<file path="src/rtl/uart_rx_pkg.sv">
// Shared definitions for the UART receive path.
// Frame states, legal oversampling ratios and parity selectors.
package uart_rx_pkg;

    typedef enum logic [2:0] {
        IDLE   = 3'd0,
        START  = 3'd1,
        DATA   = 3'd2,
        PARITY = 3'd3,
        STOP   = 3'd4
    } state_t;

    localparam logic [4:0] PRESCALE_8  = 5'd8;
    localparam logic [4:0] PRESCALE_16 = 5'd16;

    localparam logic PAR_EVEN = 1'b0;
    localparam logic PAR_ODD  = 1'b1;

endpackage

</file>
<file path="src/rtl/uart_rx_deser.sv">
// Receive shift register (LSB first) and output byte register.
// p_out is only loaded for error-free frames.
module uart_rx_deser #(
    parameter int DATA_WIDTH = 8
) (
    input  logic                  CLK,
    input  logic                  RST,
    input  logic                  shift_en,
    input  logic                  load_en,
    input  logic                  sampled_bit,
    output logic [DATA_WIDTH-1:0] shift,
    output logic [DATA_WIDTH-1:0] p_out
);

    always_ff @(posedge CLK or negedge RST) begin
        if (!RST) begin
            shift <= '0;
            p_out <= '0;
        end else begin
            if (shift_en)
                shift <= {sampled_bit, shift[DATA_WIDTH-1:1]};
            if (load_en)
                p_out <= shift;
        end
    end

endmodule

</file>
<file path="src/rtl/uart_rx_ctrl.sv">
// UART receive frame controller: start detect, data, parity, stop.
// Bit decisions are taken on the last oversample edge of each bit.
module uart_rx_ctrl
    import uart_rx_pkg::*;
#(
    parameter int DATA_WIDTH = 8,
    parameter int CNT_W      = 5
) (
    input  logic                  CLK,
    input  logic                  RST,
    input  logic                  rx_in,
    input  logic [CNT_W-1:0]      prescale,
    input  logic                  par_en,
    input  logic                  par_typ,
    input  logic [CNT_W-1:0]      edge_cnt,
    input  logic [CNT_W-1:0]      bit_cnt,
    input  logic                  sampled_bit,
    output logic                  cnt_enable,
    output logic                  dat_samp_en,
    output logic [DATA_WIDTH-1:0] p_out,
    output logic                  data_valid,
    output logic                  par_err,
    output logic                  stp_err
);

    state_t state, nxt;

    logic [CNT_W-1:0]      pre_q;
    logic                  par_en_q;
    logic                  par_typ_q;
    logic [DATA_WIDTH-1:0] shift;

    logic legal_pre;
    logic last_edge;
    logic start_det;
    logic shift_en;
    logic par_chk;
    logic stp_chk;
    logic load_en;
    logic par_exp;

    assign legal_pre = (prescale == CNT_W'(PRESCALE_8)) ||
                       (prescale == CNT_W'(PRESCALE_16));
    assign last_edge = (edge_cnt == pre_q - CNT_W'(1));
    assign par_exp   = (par_typ_q == PAR_ODD) ? ~^shift : ^shift;
    // par_err already holds this frame's result when the stop bit lands
    assign load_en   = stp_chk && sampled_bit && !par_err;

    always_comb begin
        nxt       = state;
        start_det = 1'b0;
        shift_en  = 1'b0;
        par_chk   = 1'b0;
        stp_chk   = 1'b0;
        unique case (state)
            IDLE: begin
                if (!rx_in && legal_pre) begin
                    nxt       = START;
                    start_det = 1'b1;
                end
            end
            START: begin
                if (last_edge)
                    nxt = sampled_bit ? IDLE : DATA;
            end
            DATA: begin
                if (last_edge) begin
                    shift_en = 1'b1;
                    if (bit_cnt == CNT_W'(DATA_WIDTH))
                        nxt = par_en_q ? PARITY : STOP;
                end
            end
            PARITY: begin
                if (last_edge) begin
                    par_chk = 1'b1;
                    nxt     = STOP;
                end
            end
            STOP: begin
                if (last_edge) begin
                    stp_chk = 1'b1;
                    nxt     = IDLE;
                end
            end
            default: nxt = IDLE;
        endcase
    end

    always_ff @(posedge CLK or negedge RST) begin
        if (!RST) begin
            state      <= IDLE;
            pre_q      <= '0;
            par_en_q   <= 1'b0;
            par_typ_q  <= 1'b0;
            par_err    <= 1'b0;
            stp_err    <= 1'b0;
            data_valid <= 1'b0;
        end else begin
            state      <= nxt;
            data_valid <= load_en;
            if (start_det) begin
                pre_q     <= prescale;
                par_en_q  <= par_en;
                par_typ_q <= par_typ;
                par_err   <= 1'b0;
                stp_err   <= 1'b0;
            end else begin
                if (par_chk)
                    par_err <= (sampled_bit != par_exp);
                if (stp_chk)
                    stp_err <= ~sampled_bit;
            end
        end
    end

    assign cnt_enable  = (state != IDLE);
    assign dat_samp_en = (state != IDLE);

    uart_rx_deser #(
        .DATA_WIDTH (DATA_WIDTH)
    ) u_deser (
        .CLK         (CLK),
        .RST         (RST),
        .shift_en    (shift_en),
        .load_en     (load_en),
        .sampled_bit (sampled_bit),
        .shift       (shift),
        .p_out       (p_out)
    );

endmodule
</file>
<file path="config.mk">
export PLATFORM = sky130hd
export DESIGN_NAME = uart_rx_ctrl
export DESIGN_NICKNAME = d
export VERILOG_FILES = /design/src/rtl/uart_rx_pkg.sv /design/src/rtl/uart_rx_deser.sv /design/src/rtl/uart_rx_ctrl.sv
export SDC_FILE = /design/constraint.sdc
export NUM_CORES = 1
export LEC_CHECK = 0
export ABC_CLOCK_PERIOD_IN_PS = 2800
export BUFFER_PORTS_ARGS = -buffer_cell sky130_fd_sc_hd__buf_2
export CORE_MARGIN = 2
export CORE_UTILIZATION = 55
export CTS_BUF_LIST = sky130_fd_sc_hd__clkbuf_8
export DETAILED_ROUTE_END_ITERATION = 12
export PLACE_DENSITY_LB_ADDON = 0.2
export SLEW_MARGIN = 30
export SYNTH_ARGS = -nofsm -noshare
export SYNTH_HDL_FRONTEND = slang
export SYNTH_SLANG_ARGS = --single-unit
</file>
<file path="constraint.sdc">
create_clock -name CLK -period 2.8 [get_ports CLK]
set_clock_uncertainty 0.15 [all_clocks]
set_input_delay 0 -clock CLK [delete_from_list [all_inputs] [get_ports CLK]]
set_output_delay 0 -clock CLK [all_outputs]
set_load 0.02 [all_outputs]
</file>
==> flow_metrics.env, run 1 <==
export IMPL_syn_nets=135
export IMPL_critPathKind="register to register"
export IMPL_grt_setup_unrepaired="false"
export IMPL_numPortBuffers=33
export IMPL_tritoncts_num_sinks=29
export IMPL_synth_cells=113
export IMPL_grt_pass1_vias=1054
export IMPL_top_level_ports=34
export IMPL_worst_slew_pin_transition_ps=645.4
export IMPL_stdcell_count=190
export IMPL_drt_antenna_violating_nets=0
export IMPL_route_detailed_drc=0
export IMPL_ctsResizeCount=0
export IMPL_synth_enable_flop_cells=0
export IMPL_first_pass_grt_wire_length_um=4871
export IMPL_syn2layout_area_growth_pct=27.55
export IMPL_clock_insertion_delay_worst_skew_ps=270
export IMPL_via_count=1028
export IMPL_largest_net_degree_at_the_start_of_global_routing=30
export IMPL_fp_coreArea_um2=2500
export IMPL_n_antenna_cell=0
export IMPL_max_vdd_ir_drop_v=0.001012
export IMPL_run_status="completed"
export IMPL_final_min_clock_period_ps=2687
export IMPL_antenna_found_initial=0
export IMPL_num_nets_final=181
export IMPL_slowest_stage="or4b_1"
export IMPL_height_of_the_chip_um=55.48
export IMPL_synth_largest_type_area_fraction=0.4979
export IMPL_globalRoute_totalOverflow=0
export IMPL_synthArstFlopShare=1.000
export IMPL_post_synth_main_area_contributors="dfrtp_1, mux2_4, mux2_1"
export IMPL_crit_path_max_fanout=9
export IMPL_synth_ff_latch_count=29
export IMPL_ctsHtreeMaxLevel=2
export IMPL_synth_most_common_cell="dfrtp_1"
export IMPL_chipWidth_um=55.48
export IMPL_final_max_slew_violation_count=0
export IMPL_data_required_time_of_the_worst_path_ps=2810
export IMPL_drt_first_iter_violations=17
export IMPL_cts_max_path_buffers=2
export IMPL_syn_cell_area_um2=1458
export IMPL_critical_path_startpoint_type="register"
export IMPL_max_freq_ghz=0.3722
export IMPL_timing_setup_tns_ps=0
export IMPL_synth_warning_count=0
export IMPL_synth_cell_type_count=39
export IMPL_hold_viol_final=0
export IMPL_nFillCells=162
export IMPL_grtUsageMet1=0.2512
export IMPL_via_per_inst=5.411
export IMPL_worstPathArrival_ps=2690
export IMPL_gpl_final_weighted_congestion=0.8562
export IMPL_drive_above_1_share=0.3875
export IMPL_cts_made_buffers=5
export IMPL_drt_wirelength_per_cell_um=15.07
export IMPL_global_route_usage_met2=0.3435
export IMPL_critical_path_cell_list="inv_1 > ha_1 > xnor2_1 > a211oi_2 > o311ai_2 > or4b_1 > buf_4 > mux2_4"
export IMPL_hold_path_class="input port to register"
export IMPL_rows=18
export IMPL_tritoncts="built"
export IMPL_max_slew_margin=0.5697
export IMPL_clk_root_buffer_cell="clkbuf_8"
export IMPL_global_route_peak_usage_layer="met2"
export IMPL_critical_path_max_stage_delay_ps=530
export IMPL_dominantRegCellSynth="dfrtp_1"
export IMPL_clkSlewWorstSetupHoldPaths_ps=60
export IMPL_dp_cells=174
export IMPL_synth_common_cells="dfrtp_1, xnor2_1, mux2_1, mux2_4"
export IMPL_finalCritPeriodShare=0.9597
export IMPL_cp_end_kind="register"
export IMPL_die_area_um2=3078
export IMPL_effective_utilization_at_floorplan=0.5831
export IMPL_drt_wirelength_um=2864
export IMPL_pwr_density_cell_nw_per_um2=807.7
export IMPL_share_of_the_yosys_chip_area_belonging_to_registers=0.4979
export IMPL_synth_avg_cell_area_um2=12.90
export IMPL_total_leakage_power_nw=0.9625
export IMPL_grtUsageTotal=0.2092
export IMPL_cap_viol_max_count=0
export IMPL_detailed_place_hpwl_um=1932
export IMPL_post_synth_top_area_cell="dfrtp_1"
export IMPL_setup_viol_count_final=0
export IMPL_groute_layer_met3_usage=0.07728
export IMPL_drt_pass1_iter_count=4
==> state kept, by name (all words and copies together), names as in the netlist <==
signal,cells
data_valid,1
stp_err,1
pre_q,5
u_deser.shift,8
par_en_q,1
u_deser.p_out,8
par_err,1
par_typ_q,1
state,3
==> layout make-up <==
class	count	area [um2]	share of cell area
Multi-Input combinational cell	77	694.4	0.3735
Sequential cell	29	725.7	0.3903
Inverter	4	15.01	0.008075
Clock inverter	3	65.06	0.03499
Clock buffer	5	68.82	0.03701
Timing Repair Buffer	42	252.7	0.1359
Tap cell	30	37.54	0.02019
==> layer usage <==
layer | vias to the layer above | routed length [um]
met2 | 34 | 1445
met1 | 500 | 1243
met5 | - | 0
li1 | 490 | -
met3 | 4 | 146
met4 | 0 | 29
==> worst paths after layout <==
path                                  start               end  slack (ps)  cells past startpoint
max                                pre_q[0]  u_deser.p_out[3]         110                      8
min                              bit_cnt[3]          state[0]          30                      4
max reg2reg                        pre_q[0]  u_deser.p_out[3]         110                      8
min reg2reg                u_deser.p_out[6]  u_deser.p_out[6]         360                      1
max in group asynchronous               RST          par_en_q        1930                      2
min in group asynchronous               RST  u_deser.p_out[4]         140                      2
==> kinds of logic after synthesis <==
kind of cell,after synthesis,synth area share
compound gates,14,0.08069
xor+xnor,15,0.1047
fa+ha+maj,1,0.008582
buf+inv,7,0.02575
flops,29,0.4979
mux,20,0.1751
simple gates,27,0.1073
==> through the flow <==
stage / setup slack (ps) / hold WS (ps) / cell area [um2] / total power [W] / util
3_3_place_gp: 196.2 / -103.6 / 1645 / 0.0009769 / 0.6582
3_5_place_dp: 135.6 / -95.62 / 1645 / 0.0009897 / 0.6582
6_report: 113.0 / 29.89 / 1859 / 0.001502 / 0.7437
2_1_floorplan: 283.6 / -445.6 / 1458 / 0.0008958 / -
4_1_cts: 110.2 / 24.56 / 1859 / 0.001511 / 0.7437
5_1_grt: 10.43 / 27.75 / 1859 / 0.001590 / 0.7437
==> worst max-delay path, delay by kind of cell (launching register included) <==
family / cells / cell delay, ps
AO/OA/AOI/OAI: 2 / 480
adder cells (fa/ha/maj): 1 / 310
XOR/XNOR: 1 / 140
AND/OR/NAND/NOR: 1 / 530
buffers and inverters: 2 / 270
flip-flops: 1 / 380
multiplexers: 1 / 310
==> where the power goes <==
group          internal (W)  switching (W)  total (W)
combinational      0.000212       0.000234   0.000446
sequential         0.000485      0.0000635   0.000549
clock              0.000353       0.000154   0.000507
==> placed cells by master (no fill, tap or decap), types with 2 or more instances in the layout <==
cell	instances
mux2_1	8
inv_1	3
mux2_4	8
bufinv_16	2
a21oi_1	3
xnor2_1	9
xor2_1	4
nor3_1	3
dlygate4sd3_1	8
or4_1	2
clkbuf_8	5
nand3b_1	3
buf_2	33
nand2_1	5
mux2_2	4
o21ai_0	2
nor2_1	5
dfrtp_1	29
==> repair_timing <==
| action | CTS | global route |
|---|---|---|
| hold endpoints to repair | 38 | 0 |
| setup buffers | 0 | 0 |
| hold buffers | 8 | 0 |
Note: power is estimated with default switching activity, not from simulation.
==> run 2, diff against run 1 <==
- ABC_AREA: default -> 1
- CORE_UTILIZATION: 55 -> 57
==> run 2 against run 1 <==
Net effect:
- die area rose by 13%
- synthesized cell count rose by 100%
- flip-flop and latch count did not move
- non-clock buffer count fell by 2
- critical path type is now input port to register
- clock power fell by 36%
- global-route usage rose by 2.5 points
- final cell count rose by 60%
- sequential share of layout area fell by 4.1 points
- highest routed layer unchanged
- count of clock-buffer cells in the layout did not move
- register-to-register slack improved by 720 ps
- first-iteration DRC count rose to 3.4 times the previous value
- setup slack improved by 500 ps
==> flow_metrics.env, run 2 <==
export IMPL_run_status="completed"
export IMPL_gpl_final_weighted_congestion=0.8032
export IMPL_synth_most_common_cell="nand2_1"
export IMPL_crit_path_max_fanout=8
export IMPL_cpMostUsedCell="dlygate4sd3_1"
export IMPL_share_clk_of_total_power=0.187
export IMPL_final_cell_area_um2=2077
export IMPL_synth_enable_flop_cells=0
export IMPL_post_synth_top_area_cell="dfrtp_1"
export IMPL_grt_setup_unrepaired="false"
export IMPL_clkSlewWorstSetupHoldPaths_ps=70
export IMPL_combinationalPowerShare=0.457
export IMPL_synthArstFlopShare=1.000
export IMPL_grtUsageTotal=0.2345
export IMPL_antenna_found_initial=0
export IMPL_top_routing_layer_in_use="met4"
export IMPL_setup_viol_count_final=0
export IMPL_met1Wirelength_um=1664
export IMPL_synth_ff_latch_count=29
export IMPL_drt_wirelength_per_cell_um=11.73
export IMPL_route_detailed_drc=0
export IMPL_grt_pass1_vias=1415
export IMPL_critPathKind="input port to register"
export IMPL_final_min_clock_period_ps=2184
export IMPL_hold_path_class="input port to register"
export IMPL_syn_cell_area_um2=1728
export IMPL_beginning_of_the_worst_hold_path="prescale[3]"
export IMPL_nFillCells=242
export IMPL_power_switching_w=0.0007595
export IMPL_drt_pass1_iter_count=4
export IMPL_via_count=1548
export IMPL_clk_root_buffer_cell="clkbuf_8"
export IMPL_globalRoute_totalOverflow=0
export IMPL_ctsResizeCount=0
export IMPL_drt_wirelength_um=3566
export IMPL_synth_largest_type_area_fraction=0.4200
export IMPL_timing_setup_tns_ps=0
export IMPL_first_pass_grt_wire_length_um=6147
export IMPL_critical_path_startpoint_type="input port"
export IMPL_post_synth_main_area_contributors="dfrtp_1, nand2_1, nand3_1"
export IMPL_post_route_util=0.7342
export IMPL_total_leakage_power_nw=1.224
export IMPL_data_required_time_of_the_worst_path_ps=2850
export IMPL_synth_cell_type_count=29
export IMPL_effective_utilization_at_floorplan=0.6108
export IMPL_synth_avg_cell_area_um2=7.646
export IMPL_timing_hold_worst_endpoint="pre_q[2]"
export IMPL_cts_made_buffers=5
export IMPL_ff2ff_path_depth=11
export IMPL_slowest_stage="dlygate4sd3_1"
export IMPL_via_per_inst=5.092
export IMPL_critical_path_reg2reg_endpoint="u_deser.p_out[3]"
export IMPL_drive_above_1_share=0.2381
export IMPL_worstPathArrival_ps=2240
export IMPL_detailed_place_area_um2=1924
export IMPL_final_max_slew_violation_count=0
export IMPL_power_w=0.001722
export IMPL_layout_common_cells="nand2_1, buf_2, dfrtp_1"
export IMPL_max_slew_margin=0.5726
export IMPL_pwr_density_cell_nw_per_um2=829.3
export IMPL_cap_viol_max_count=0
export IMPL_netSwitchingFraction=0.4410
export IMPL_syn2layout_area_growth_pct=20.20
export IMPL_fp_coreArea_um2=2829
export IMPL_numPortBuffers=33
export IMPL_met3_wire_length_um=137
export IMPL_drt_antenna_violating_nets=0
export IMPL_ctsHtreeMaxLevel=2
export IMPL_largest_net_degree_at_the_start_of_global_routing=30
export IMPL_clock_insertion_delay_worst_skew_ps=270
export IMPL_dominantRegCellSynth="dfrtp_1"
export IMPL_top_level_ports=34
export IMPL_worst_slew_pin_transition_ps=641.2
export IMPL_tritoncts_num_sinks=29
export IMPL_height_of_the_chip_um=59.06
export IMPL_max_vdd_ir_drop_v=0.0006191
export IMPL_synth_common_cells="nand2_1, dfrtp_1, inv_1, nand3_1, nor2_1"
export IMPL_cts_max_path_buffers=2
export IMPL_synth_cells=226
export IMPL_rr_startpoint="pre_q[0]"
export IMPL_finalCritPeriodShare=0.7798
export IMPL_commonest_non_fill_non_tap_cell_in_the_layout="nand2_1"
export IMPL_holdPathStages=5
export IMPL_cp_end_kind="register"
export IMPL_tritoncts="built"
export IMPL_max_freq_ghz=0.4580
export IMPL_critical_path_max_stage_delay_ps=590
export IMPL_rows=19
export IMPL_critical_path_cell_list="dlygate4sd3_1 > buf_2 > nor3b_1 > dlygate4sd3_1 > nand2_1 > nor2_4 > inv_2 > nor2_1 > o21bai_1"
export IMPL_num_nets_final=294
export IMPL_route_met2_wl_um=1688
export IMPL_die_area_um2=3488
export IMPL_detailed_place_hpwl_um=2585
export IMPL_reg_largest_list="u_deser.p_out x8, u_deser.shift x8, pre_q x5"
export IMPL_share_of_the_yosys_chip_area_belonging_to_registers=0.4200
export IMPL_seq_power_share=0.356
export IMPL_reg2reg_setup_slack_ps=830
export IMPL_hold_viol_final=0
export IMPL_syn_nets=248
export IMPL_n_antenna_cell=0
export IMPL_chipWidth_um=59.06
export IMPL_drt_first_iter_violations=57
export IMPL_synth_warning_count=0
export IMPL_cellInternalPower_w=0.0009628
-- run 2: changes by cell type after synthesis, sizes merged, moves of 2 or more --
cell	previous run	this run
or4	2	0
inv	4	27
mux2	20	0
a21boi	2	0
nand2	5	89
xnor2	10	5
o21ai	2	11
nor2	5	20
nand3	1	24
-- run 2: kinds of logic after synthesis --
logic type,count (synthesis),synth area share
xor gates and xnor gates,10,0.05069
and+or+nand+nor,140,0.4041
buffers and inverters,29,0.06517
adders and majority gates,1,0.007240
DFF,29,0.4200
AOI/OAI and AO/OA,17,0.05286
-- run 2: cell type report --
type                    count  area, um2  area share
clock inverters             3      13.76    0.006627
clock buffers               5      68.82     0.03313
repair buffers             40      235.2      0.1133
inverters                  28      105.1     0.05060
flip-flops and latches     29      725.7      0.3494
multi-input cells         168      889.6      0.4283
well taps                  31      38.79     0.01867
-- run 2: worst max-delay path by stage --
stage             start                to  slack (ps)
2_1_floorplan  pre_q[0]  u_deser.shift[6]        1030
3_3_place_gp   pre_q[0]  u_deser.p_out[4]         900
3_5_place_dp   pre_q[0]  u_deser.p_out[3]         830
4_1_cts           rx_in          pre_q[3]         780
5_1_grt           rx_in          pre_q[3]         580
6_report          rx_in          pre_q[3]         620
-- run 2: repair_timing --
| action | 4_1_cts | 5_1_grt |
|---|---|---|
| hold endpoints to repair | 35 | 0 |
| hold buffers | 7 | 0 |
| setup buffers | 0 | 0 |
| endpoints found under the setup margin | 0 | 0 |
-- run 2: per-layer routing --
metal  GRT usage  vias up
met5           0        -
met4     0.09416        0
met3     0.04585        8
met2      0.3937       40
met1      0.2963      701
li1            -      799
-- run 2: worst max-delay path, delay by kind of cell --
kind / cells / cell delay [ps]
buffers and inverters: 4 / 1360
AND/OR/NAND/NOR: 4 / 750
AO/OA/AOI/OAI: 1 / 140
-- run 2: metrics by stage --
step	setup WS, ps	hold WS (ps)	std cells
3_3_place_gp	896.9	-90.26	289
5_1_grt	583.4	83.79	304
2_1_floorplan	1034	-445.6	226
6_report	616.5	68.10	304
3_5_place_dp	828.1	-93.22	289
4_1_cts	783.9	42.54	304
-- run 2: power by group through the flow --
stage                     clock network [W]  registers (W)  logic [W]
after floorplan                           0       0.000609   0.000636
after global placement                    0       0.000616   0.000759
after detailed placement                  0       0.000620   0.000777
after CTS                          0.000329       0.000613   0.000787
after global routing               0.000344       0.000630   0.000897
final                              0.000322       0.000613   0.000787
==> run 3, diff against run 2 <==
- ABC_CLOCK_PERIOD_IN_PS: 2800 -> 2000
- CORE_UTILIZATION: 57 -> 51
- clock period: 2.8 -> 2 ns (I/O delays scaled with it)
==> run 3 against run 2 <==
Net effect:
- register-to-register slack lost 780 ps
- sequential power grew 41%
- setup slack lost 570 ps
- final cell count grew 7.2%
- via count grew 1.7%
- largest cell class unchanged
- highest routed layer unchanged
==> flow_metrics.env, run 3 (same netlist as run 2, synthesis figures left out) <==
export IMPL_run_status="completed"
export IMPL_drive_above_1_share=0.3107
export IMPL_height_of_the_chip_um=62.21
export IMPL_grt_pass1_vias=1361
export IMPL_chipWidth_um=62.21
export IMPL_worst_slack_at_placement_ps=88.63
export IMPL_worstPathArrival_ps=2020
export IMPL_cap_viol_max_count=0
export IMPL_syn2layout_area_growth_pct=29.47
export IMPL_cellInternalPower_w=0.001415
export IMPL_effective_utilization_at_floorplan=0.5261
export IMPL_finalCritPeriodShare=0.9749
export IMPL_cp_end_kind="register"
export IMPL_clkSlewWorstSetupHoldPaths_ps=70
export IMPL_commonest_non_fill_non_tap_cell_in_the_layout="nand2_1"
export IMPL_drt_wirelength_um=3740
export IMPL_nFillCells=289
export IMPL_numPortBuffers=33
export IMPL_crit_path_max_fanout=8
export IMPL_reg_largest_list="u_deser.p_out x8, u_deser.shift x8, pre_q x5"
export IMPL_tritoncts="built"
export IMPL_total_leakage_power_nw=1.247
export IMPL_timing_setup_tns_ps=0
export IMPL_reg2reg_setup_slack_ps=50
export IMPL_clk_root_buffer_cell="clkbuf_8"
export IMPL_rows=21
export IMPL_combinationalPowerShare=0.486
export IMPL_multi_input_area_um2=987.2
export IMPL_ctsHtreeMaxLevel=2
export IMPL_gpl_final_weighted_congestion=0.8149
export IMPL_finalHoldWorstSlack_ps=62.67
export IMPL_netSwitchingFraction=0.4470
export IMPL_globalRoute_totalOverflow=0
export IMPL_max_freq_ghz=0.5129
export IMPL_via_per_inst=4.828
export IMPL_antenna_found_initial=0
export IMPL_pwr_density_cell_nw_per_um2=1144
export IMPL_max_vdd_ir_drop_v=0.0006591
export IMPL_data_required_time_of_the_worst_path_ps=2070
export IMPL_detailed_place_hpwl_um=2476
export IMPL_hold_path_class="input port to register"
export IMPL_critical_path_startpoint_type="register"
export IMPL_first_pass_grt_wire_length_um=5830
export IMPL_via_count=1574
export IMPL_hold_viol_final=0
export IMPL_clock_insertion_delay_worst_skew_ps=280
export IMPL_tritoncts_num_sinks=29
export IMPL_fp_coreArea_um2=3284
export IMPL_final_min_clock_period_ps=1950
export IMPL_power_switching_w=0.001144
export IMPL_area_sequential_um2=725.7
export IMPL_grt_setup_unrepaired="true"
export IMPL_drt_first_iter_violations=65
export IMPL_setup_viol_count_final=0
export IMPL_drt_antenna_violating_nets=0
export IMPL_seq_power_share=0.338
export IMPL_largest_net_degree_at_the_start_of_global_routing=30
export IMPL_drt_wirelength_per_cell_um=11.47
export IMPL_n_antenna_cell=0
export IMPL_final_worst_setup_slack_ps=50.14
export IMPL_worst_slew_pin_transition_ps=663.1
export IMPL_route_detailed_drc=0
export IMPL_max_slew_margin=0.5555
export IMPL_num_nets_final=301
export IMPL_die_area_um2=3869
export IMPL_cts_max_path_buffers=2
export IMPL_critPathKind="register to register"
export IMPL_ff2ff_path_depth=12
export IMPL_drt_pass1_iter_count=4
export IMPL_grtUsageTotal=0.1894
export IMPL_holdPathStages=5
export IMPL_stdcell_count=326
export IMPL_share_clk_of_total_power=0.176
export IMPL_final_max_slew_violation_count=0
export IMPL_layout_common_cells="nand2_1, buf_2, dfrtp_1"
export IMPL_cts_made_buffers=5
export IMPL_dp_cells=304
export IMPL_top_level_ports=34
## run 3: changes by cell type in the layout (fill, tap and decap cells not counted), sizes merged
cell and change:
nand4 +1, nor2 +1, dlygate4sd3 +1, buf +4
## run 3: metrics by stage
stage / utilization / area (um2) / power (W)
finish: 0.6811 / 2237 / 0.002558
global route: 0.6811 / 2237 / 0.002778
CTS: 0.6411 / 2106 / 0.002418
detailed placement: 0.5916 / 1943 / 0.001953
global placement: 0.5916 / 1943 / 0.001935
floorplan: - / 1728 / 0.001743
## run 3: cell type report
type                    instances  share of cell area
multi-input cells             170              0.4413
well taps                      46             0.02573
clock inverters                 3            0.006152
flip-flops and latches         29              0.3244
clock buffers                   5             0.03076
inverters                      28             0.04698
repair buffers                 45              0.1247
## run 3: metal layers
layer	global-route usage	share of wire	up-vias
met5	0	0	-
met4	0.05833	0.010	0
met3	0.04891	0.034	6
met2	0.3003	0.48	28
met1	0.2565	0.47	718
li1	-	-	822
## run 3: repair_timing
| item | 4_1_cts | 5_1_grt |
|---|---|---|
| endpoints found under the setup margin | 0 | 12 |
| gates resized for setup | 0 | 22 |
| hold buffers | 8 | 0 |
| buffers inserted | 0 | 4 |
| hold endpoints to repair | 37 | 0 |
## run 3: final timing paths
path / to / startpoint
max: u_deser.p_out[1] / pre_q[0]
min: pre_q[0] / prescale[3]
max reg2reg: u_deser.p_out[1] / pre_q[0]
min reg2reg: u_deser.p_out[6] / u_deser.p_out[6]
max in group asynchronous: u_deser.shift[1] / RST
min in group asynchronous: par_err / RST
## run 3: worst max-delay path, stage by stage, from the launching register on
cell     delay (ps)
dfrtp_1         360
inv_2            70
ha_4            270
inv_2            30
nand2_2          40
nand2_2          60
nor2_4          120
nand2_2          70
nor2_4          170
nand3_4         120
nor2_8          220
nand3_2         100
nand2_2          80
## run 3: power by group through the flow
| stage | Sequential [W] | Combinational, W | Clock, W |
|---|---|---|---|
| 6_report | 0.000864 | 0.00124 | 0.000451 |
| 5_1_grt | 0.000887 | 0.00140 | 0.000488 |
| 4_1_cts | 0.000853 | 0.00110 | 0.000460 |
| 3_5_place_dp | 0.000863 | 0.00109 | 0 |
| 3_3_place_gp | 0.000861 | 0.00107 | 0 |
| 2_1_floorplan | 0.000852 | 0.000891 | 0 |
